<file path="config.mk">
export PLATFORM = sky130hd
export DESIGN_NAME = pdm_decimator
export DESIGN_NICKNAME = d
export VERILOG_FILES = /design/src/rtl/pdm_decimator.sv
export SDC_FILE = /design/constraint.sdc
export NUM_CORES = 1
export LEC_CHECK = 0
export BUFFER_PORTS_ARGS = -buffer_cell sky130_fd_sc_hd__buf_4
export CAP_MARGIN = 15
export CORE_ASPECT_RATIO = 1.1
export CORE_MARGIN = 1.5
export CORE_UTILIZATION = 48
export CTS_CLUSTER_DIAMETER = 150
export DETAILED_ROUTE_END_ITERATION = 6
export GPL_TIMING_DRIVEN = 0
export PLACE_DENSITY = 0.64
export REMOVE_ABC_BUFFERS = 1
export SLEW_MARGIN = 15
export SYNTH_ARGS = -nofsm -noshare
export SYNTH_HDL_FRONTEND = slang
export SYNTH_SLANG_ARGS = --single-unit
</file>
<file path="constraint.sdc">
create_clock -name clock -period 7.1 [get_ports clock]
set_input_delay 0.71 -clock clock [delete_from_list [all_inputs] [get_ports clock]]
set_output_delay 0.71 -clock clock [all_outputs]
set_load 0.01 [all_outputs]
</file>
<file path="src/rtl/pdm_decimator.sv">
// pdm_decimator: third-order CIC decimator that turns a 1-bit PDM stream into
// unsigned NBITS-wide amplitude samples. It has three integrators running at
// the bit rate, a decimation by 2**DECIM_LOG2, and three combs (M=1) running
// at the sample rate. The result is saturated and shifted onto NBITS bits.
//
// Handshake: din is consumed on every rising clock edge where din_valid is
// high, and there is no back-pressure. dout_valid is a single-cycle strobe.
// dout keeps its value between strobes.
module pdm_decimator #(
  parameter int NBITS      = 24,
  parameter int DECIM_LOG2 = 8
) (
  input  logic             clock,
  input  logic             reset_n,
  input  logic             din_valid,
  input  logic             din,
  output logic [NBITS-1:0] dout,
  output logic             dout_valid
);

  // Internal width covers the full gain R**3 plus one bit.
  // Integrator and comb arithmetic wraps modulo 2**W on purpose.
  localparam int W     = 3*DECIM_LOG2 + 1;
  localparam int SHIFT = 3*DECIM_LOG2 - NBITS;

  logic [W-1:0]          i1, i2, i3;
  logic [W-1:0]          i1_nxt, i2_nxt, i3_nxt;
  logic [W-1:0]          d1, d2, d3;
  logic [W-1:0]          c1, c2, c3;
  logic [DECIM_LOG2-1:0] cnt;
  logic                  tick;
  logic [NBITS:0]        s;

  // Cascaded integrator update: each stage adds the freshly updated stage before it.
  always_comb begin
    i1_nxt = i1 + {{(W-1){1'b0}}, din};
    i2_nxt = i2 + i1_nxt;
    i3_nxt = i3 + i2_nxt;
  end

  // Integrators advance only on accepted bits and hold otherwise.
  always_ff @(posedge clock or negedge reset_n) begin
    if (!reset_n) begin
      i1 <= '0;
      i2 <= '0;
      i3 <= '0;
    end else if (din_valid) begin
      i1 <= i1_nxt;
      i2 <= i2_nxt;
      i3 <= i3_nxt;
    end
  end

  // Decimation counter. tick is high for the one cycle after the R-th accepted bit.
  always_ff @(posedge clock or negedge reset_n) begin
    if (!reset_n) begin
      cnt  <= '0;
      tick <= 1'b0;
    end else begin
      if (din_valid) cnt <= cnt + 1'b1;
      tick <= din_valid && (cnt == '1);
    end
  end

  // Comb differences at the decimated rate. s keeps one guard bit above NBITS
  // so that a full-scale result of exactly 2**NBITS can be detected.
  always_comb begin
    c1 = i3 - d1;
    c2 = c1 - d2;
    c3 = c2 - d3;
    s  = c3[W-1:SHIFT];
  end

  // Comb delay registers load only on tick, giving a differential delay of one sample.
  always_ff @(posedge clock or negedge reset_n) begin
    if (!reset_n) begin
      d1 <= '0;
      d2 <= '0;
      d3 <= '0;
    end else if (tick) begin
      d1 <= i3;
      d2 <= c1;
      d3 <= c2;
    end
  end

  // Output register: saturate the full-scale case to all-ones and strobe valid.
  always_ff @(posedge clock or negedge reset_n) begin
    if (!reset_n) begin
      dout       <= '0;
      dout_valid <= 1'b0;
    end else begin
      dout_valid <= tick;
      if (tick) dout <= s[NBITS] ? {NBITS{1'b1}} : s[NBITS-1:0];
    end
  end

endmodule

</file>
==> results.yml, run 1 <==
floorplan:
  rows: 63
  pin_count: 29
  die_area_sq_um: 28200
  core-area_sq_um: 26900
  start_util: 0.486
  die_height_microns: 176
  die_w_microns: 160
flow_run:
  cap_violations: 0
critical_path:
  worstRegToRegCells: 28
  end_kind: "flip-flop"
  crit_type: "flip-flop to flip-flop"
  cp_data_arrival_time_ns: 6.90
  critical_path_peak_fanout: 10
  worstSetupStartpointType: "flip-flop"
  cp_slowest_cell: "nor2_2"
  r2r_start: "i3[1]"
  cp-startpoint: "i3[1]"
  crit_required_ns: 7.40
  crit_top_cell: "a21oi_1"
  slowest_delay_ns: 0.46
timing:
  setup_tns_ns: 0
  finalWorstSetupSlack_ns: 0.502
  setup_violations: 0
  fin_skew_ns: 0.0110
  slew-limit-headroom: 0.336
  rsz0062_at_grt: "no"
  clock.fmax_mhz: 152
  worst_pin_slew_ns: 0.995
  drv_slew: 0
  fin_crit_sh: 0.929
  finalHoldViolCount: 0
  finalCriticalPeriod_ns: 6.60
synthesis:
  synth_top_flop_cell: "dfrtp_1"
  synth_area_leaders: "dfrtp_1 (35%), ha_1 (12%), xnor2_1 (7.1%)"
  async_reset_ff_frac: 1.00
  yosysWarnings: 0
  syn_area_sq_um: 13100
  netlist.area_leader.share: 0.353
  ys_seq_area_frac: 0.353
  syn_inst: 1435
  syn_avg_cell_area_sq_um: 9.10
  yosys.area.top_type: "dfrtp_1"
  synth_seq_cells: 184
  synth-edff-count: 0
  yosysUniqueCellTypes: 69
drt:
  drtPass1Iterations: 4
  ant_nets: 0
  num_vias: 9641
  drt_iter0_markers: 359
  wl_microns: 23900
  viasPerCell: 5.29
  drcViolationCount: 0
  wl_per_cell_microns: 13.1
clocking:
  cts.reportedPaths.clkPinSlew_ns: 0.07
  cts_sinks: 184
  hold_buffers: 0
  tritoncts: "yes"
  clk_latency_ns: 0.44
  clock_path_buffers: 2
  cts_made_buffers: 17
  clockRootBuffer: "clkbuf_16"
  htreeDepth: 4
global_routing:
  first_global_vias: 9472
  overflow: 0
  grt_max_degree: 104
  grt_pass1_wl_microns: 41600
  antenna_found_initial: 0
  grtUsageTotal: 0.176
cells_and_area:
  syn2layout_area_growth_pct: 9.27
  nNetsFinal: 1585
  final_layout_size_suffix_gt1_frac: 0.0975
  fill_cells: 2470
  antenna_cells: 0
placed_design:
  port_buffers: 28
  gp_congestion: 0.862
  hpwl_microns: 17300
  dpl_worst_slack_ns: -0.207
status:
  status: "finished clean"
min_path:
  min_path_type: "input pin to asynchronous set/reset pin"
-- area by class of cell --
type	count	area (sq um)	share of cell area
Clock buffer	18	429	0.0301
Multi-Input combinational cell	1104	7940	0.557
Clock inverter	14	124	0.00868
Sequential cell	184	4610	0.323
Tap cell	357	447	0.0313
Inverter	114	428	0.0300
Timing Repair Buffer	32	288	0.0202
-- cells in the final DEF (no fill, tap or decap), types with 7 or more instances in the layout --
master     instances
o31ai_1            9
inv_1            114
nor2_1           100
o21bai_1          13
a21oi_1          110
nor3_1            17
nand2b_1          15
or3_1              8
a21o_1            40
and2_1             9
a211oi_1          12
o21a_1            24
buf_4             29
mux2_2            55
clkbuf_16         17
nand4_1           13
ha_1             122
dfrtp_1          183
xor2_1            47
nand2_1          131
o21ai_0          101
nand3_1           29
nor2b_1           16
and3_1            20
xnor2_1          106
a211o_1            7
-- synth_stat cells, drive strengths merged (6+ instances only) --
library cell,count
a211o,7
a211oi,13
a21o,40
a21oi,110
and2,9
and3,20
buf,6
clkbuf,28
dfrtp,184
ha,123
inv,114
mux2,55
nand2,131
nand2b,16
nand3,29
nand4,13
nor2,101
nor2b,16
nor3,18
o211ai,6
o21a,24
o21ai,105
o21bai,13
o31ai,9
or3,8
xnor2,106
xor2,47
-- layer usage --
| layer | vias up | wire (microns) | track usage |
|---|---|---|---|
| met4 | 0 | 465 | 0.0615 |
| met1 | 4433 | 11400 | 0.211 |
| met2 | 84 | 11600 | 0.320 |
| met3 | 38 | 419 | 0.0284 |
| li1 | 5086 | - | - |
| met5 | - | 0 | 0 |
-- what timing repair did --
item,4_1_cts,5_1_grt
buffers inserted,0,2
endpoints found under the setup margin,20,24
pin swaps,0,3
gates resized for setup,1,12
cloned,0,1
-- critical path, delay by kind of cell, from the launching register on --
kind | cells | cell delay, ns
AO/OA/AOI/OAI | 14 | 2.87
XOR/XNOR | 3 | 0.79
adder cells (fa/ha/maj) | 3 | 1.04
flip-flops | 1 | 0.45
AND/OR/NAND/NOR | 8 | 1.29
-- logic make-up (layout without fill, tap and decap cells) --
kind of cell	after synthesis	in the layout	synth area share
AO/OA/AOI/OAI	385	385	0.189
XOR/XNOR	155	155	0.106
adder cells (fa/ha/maj)	128	128	0.126
buffers and inverters	148	178	0.0427
flip-flops	184	184	0.353
multiplexers	58	58	0.0497
AND/OR/NAND/NOR	377	378	0.134
-- through the flow --
stage,hold WS [ns],util,area (sq um),instances
2_1_floorplan,0.414,-,12900,1401
4_1_cts,0.280,0.529,14200,1820
6_report,0.265,0.531,14300,1823
3_3_place_gp,0.457,0.505,13600,1786
5_1_grt,0.314,0.531,14300,1823
3_5_place_dp,0.467,0.508,13700,1788
-- final timing paths --
| check | to | slack (ns) |
|---|---|---|
| worst max-delay path | dout[5] | 0.50 |
| worst min-delay path | dout_valid | 0.27 |
| worst max register to register | dout[5] | 0.50 |
| worst min register to register | d3[21] | 0.48 |
| max in group asynchronous | i3[6] | 5.91 |
| min in group clock | d3[21] | 0.48 |
-- state kept, by name, summed over array words and instances (netlist names) --
signal	cells
cnt	8
d1	25
d2	25
d3	25
dout	24
dout_valid	1
i1	25
i2	25
i3	25
tick	1
Power of run 1 is not shown: default switching activity piles up to over one toggle a cycle in this logic, so the estimate is an artifact.
==> inputs of run 2 (changes only) <==
- CTS_BUF_LIST: not set -> sky130_fd_sc_hd__clkbuf_16
- RECOVER_POWER: not set -> 25
==> results.yml, run 2 (synthesis gave the netlist of run 1 again) <==
status:
  status: "complete, but fails checks"
  violations: "capacitance limit, slew limit"
timing:
  finalHoldViolCount: 0
  fin_skew_ns: 0.0107
  clock.fmax_mhz: 152
  drv_slew: 82
  fin_crit_sh: 0.929
  slew-limit-headroom: -2.03
  rsz0062_at_grt: "no"
  finalWorstSetupSlack_ns: 0.505
  finalCriticalPeriod_ns: 6.59
  setup_violations: 0
  worst_pin_slew_ns: 4.54
placed_design:
  hpwl_microns: 17300
  gp_congestion: 0.862
  port_buffers: 28
  dp.cells: 1788
  dpl_worst_slack_ns: -0.207
cells_and_area:
  final_util: 0.530
  antenna_cells: 0
  final_cell_count_no_fill: 1823
  layout_common_cells: "dfrtp_1 (183), nand2_1 (131), ha_1 (122)"
  final_common_cell: "dfrtp_1"
  nNetsFinal: 1585
  final_layout_size_suffix_gt1_frac: 0.0969
  fill_cells: 2472
  syn2layout_area_growth_pct: 9.18
clocking:
  cts_made_buffers: 17
  clockRootBuffer: "clkbuf_16"
  htreeDepth: 4
  clock_path_buffers: 2
  cts_sinks: 184
  tritoncts: "yes"
  cts.reportedPaths.clkPinSlew_ns: 0.07
  clk_latency_ns: 0.44
critical_path:
  end_kind: "flip-flop"
  cp_data_arrival_time_ns: 6.89
  crit_required_ns: 7.40
  slowest_delay_ns: 0.46
  cp_slowest_cell: "nor2_2"
  crit_top_cell: "a21oi_1"
  critical_path_peak_fanout: 10
  crit_type: "flip-flop to flip-flop"
  worstSetupStartpointType: "flip-flop"
flow_run:
  cap_violations: 1
global_routing:
  grtUsageTotal: 0.176
  antenna_found_initial: 0
  overflow: 0
  grt_pass1_wl_microns: 41600
  first_global_vias: 9472
  grt_max_degree: 104
drt:
  drtPass1Iterations: 4
  num_vias: 9649
  viasPerCell: 5.29
  wl_microns: 23900
  wl_per_cell_microns: 13.1
  drt_iter0_markers: 349
  drcViolationCount: 0
  ant_nets: 0
min_path:
  min_path_type: "flip-flop to flip-flop"
floorplan:
  die_w_microns: 160
  die_height_microns: 176
  core-area_sq_um: 26900
  die_area_sq_um: 28200
  rows: 63
  start_util: 0.486
  pin_count: 29
==> run 2: cell types whose count changed in the layout (fill, tap and decap cells not counted) <==
cell	delta
buf_8	-1
inv_1	+1
==> run 2: metal layers <==
metal	GRT usage	vias up	part of all wire
li1	-	5089	-
met4	0.0615	0	0.019
met5	0	-	0
met1	0.211	4439	0.48
met2	0.320	84	0.49
met3	0.0284	37	0.017
==> run 2: critical path, delay by kind of cell, from the launching register on <==
| kind | cells | cell delay, ns |
|---|---|---|
| XOR/XNOR | 3 | 0.79 |
| AND/OR/NAND/NOR | 8 | 1.29 |
| adder cells (fa/ha/maj) | 3 | 1.04 |
| flip-flops | 1 | 0.45 |
| AO/OA/AOI/OAI | 14 | 2.87 |
==> run 2: worst paths after layout <==
path,startpoint,endpoint,slack (ns),cells after the start
max,i3[1],dout[5],0.51,28
min,d3[21],d3[21],0.48,2
max reg2reg,i3[1],dout[5],0.51,28
min reg2reg,d3[21],d3[21],0.48,2
max in group asynchronous,reset_n,tick,2.05,1
min in group asynchronous,reset_n,dout_valid,1.90,1
==> run 2: layout make-up <==
type	count	area (sq um)	share of cell area
timing repair buffer	32	277	0.0194
multi-input combinational	1104	7940	0.557
sequential	184	4610	0.323
tap	357	447	0.0313
clock inverter	15	128	0.00895
clock buffer	17	425	0.0298
inverter	114	428	0.0300
==> run 2: per-stage QoR <==
stage | hold slack [ns] | setup TNS (ns) | cell area, sq um
6_report | 0.476 | 0 | 14300
4_1_cts | 0.280 | 0 | 14200
3_5_place_dp | 0.467 | -3.79 | 13700
2_1_floorplan | 0.414 | 0 | 12900
5_1_grt | 0.496 | 0 | 14300
3_3_place_gp | 0.457 | -8.09 | 13600
==> run 2: repair_timing <==
action | 4_1_cts | 5_1_grt
gates cloned | 0 | 1
endpoints found under the setup margin | 20 | 24
gates resized for setup | 1 | 12
hold buffers | 0 | 0
pin swaps | 0 | 3
setup buffers | 0 | 2
Power of run 2 is left out for the same reason.
==> inputs of run 3 (changes only) <==
- CORE_MARGIN: 1.5 -> not set
==> results.yml, run 3 (synthesis gave the netlist of run 1 again) <==
floorplan:
  die_height_microns: 175
  die_area_sq_um: 27900
  core-area_sq_um: 26500
  die_w_microns: 159
  rows: 62
  start_util: 0.494
  pin_count: 29
clocking:
  clockRootBuffer: "clkbuf_16"
  clock_path_buffers: 2
  clk_latency_ns: 0.44
  cts_sinks: 184
  htreeDepth: 4
  cts.reportedPaths.clkPinSlew_ns: 0.08
  tritoncts: "yes"
  cts_made_buffers: 17
drt:
  drtPass1Iterations: 4
  wl_per_cell_microns: 13.4
  drcViolationCount: 0
  viasPerCell: 5.29
  wl_microns: 24300
  drt_iter0_markers: 305
  ant_nets: 0
  num_vias: 9630
critical_path:
  critical_path_peak_fanout: 7
  worstRegToRegCells: 23
  reg2reg_slack_ns: 0.43
  cp-startpoint: "i3[0]"
  crit_type: "flip-flop to flip-flop"
  r2r_start: "i3[0]"
  end_kind: "flip-flop"
  reg2reg_to: "dout[23]"
  cp_data_arrival_time_ns: 6.99
  worstSetupStartpointType: "flip-flop"
  crit_required_ns: 7.42
min_path:
  hp-start: "cnt[7]"
  whs_endpoint: "cnt[7]"
  min_path_type: "flip-flop to flip-flop"
  holdPathStages: 1
cells_and_area:
  stdcell_area_sq_um: 14300
  antenna_cells: 0
  final_common_cell: "dfrtp_1"
  nNetsFinal: 1586
  syn2layout_area_growth_pct: 9.54
  fill_cells: 2422
  layout_common_cells: "dfrtp_1 (184), nand2_1 (131), ha_1 (122)"
  final_layout_size_suffix_gt1_frac: 0.0975
  final_util: 0.541
timing:
  drv_slew: 88
  finalHoldViolCount: 0
  rsz0062_at_grt: "no"
  worst_pin_slew_ns: 4.87
  setup_violations: 0
  fin_crit_sh: 0.939
  finalCriticalPeriod_ns: 6.67
  clock.fmax_mhz: 150
  slew-limit-headroom: -2.24
  finalWorstSetupSlack_ns: 0.431
  fin_skew_ns: 0.0150
  holdWs_ns: 0.471
global_routing:
  grtUsageTotal: 0.180
  antenna_found_initial: 0
  overflow: 0
  grt_pass1_wl_microns: 42100
  first_global_vias: 9312
  grt_max_degree: 98
status:
  violations: "capacitance limit, slew limit"
  status: "complete, but fails checks"
placed_design:
  hpwl_microns: 17600
  dpl_cell_area_sq_um: 13700
  gp_congestion: 0.814
  dpl_worst_slack_ns: -0.191
  port_buffers: 28
flow_run:
  cap_violations: 1
-- run 3: cell count changes in the layout (fill, tap and decap cells not counted), sizes merged --
cell,before,now
buf,31,32
clkinvlp,0,1
clkinv,9,6
inv,119,122
bufinv,1,0
-- run 3: per-layer routing --
metal	GRT usage	vias to the layer above	wire [microns]
met4	0.0649	0	350
met3	0.0240	26	467
met1	0.222	4423	11700
li1	-	5087	-
met5	0	-	0
met2	0.322	94	11800
-- run 3: worst max-delay path: stages, from the launching register on --
cell	delay, ns
dfrtp_1	0.40
inv_1	0.09
ha_1	0.19
fa_1	0.21
nand2b_1	0.14
a21oi_1	0.11
o41a_1	0.49
a2111oi_2	0.61
o41ai_2	0.20
xor2_1	0.19
ha_1	0.39
a21o_1	0.23
a21o_1	0.22
or3b_2	0.46
o21ai_0	0.38
o21bai_1	0.14
xnor2_1	0.16
ha_1	0.40
nand4_1	0.16
nor3_2	0.07
a2111oi_4	0.33
xnor3_2	0.39
nand2b_4	0.23
o32a_1	0.35
-- run 3: what timing repair did --
item                                    in CTS  in global routing
endpoints found under the setup margin      20                 24
pin swaps                                    0                  3
resized for setup                            1                 12
endpoints found under the hold margin        0                  0
setup buffers                                0                  2
hold buffers                                 0                  0
cloned                                       0                  1
-- run 3: worst max-delay path by stage --
stage | slack [ns] | endpoint
detailed placement | -0.19 | dout[22]
finish | 0.43 | dout[23]
global placement | -0.44 | dout[0]
global route | 0.007 | dout[23]
CTS | 0.07 | dout[22]
floorplan | 0.85 | dout[0]
-- run 3: stage by stage --
step / setup TNS, ns / cells
after global placement: -7.82 / 1781
after CTS: 0 / 1816
final: 0 / 1819
after global routing: 0 / 1819
after floorplan: 0 / 1401
after detailed placement: -3.23 / 1784
-- run 3: layout make-up --
cell class / count / area, sq um / area share
clock inverter: 15 / 159 / 0.0111
multi-input combinational: 1104 / 7950 / 0.556
inverter: 114 / 428 / 0.0299
timing repair buffer: 33 / 297 / 0.0207
tap: 352 / 440 / 0.0308
clock buffer: 17 / 425 / 0.0297
sequential: 184 / 4600 / 0.322
Power of run 3 is left out for the same reason.
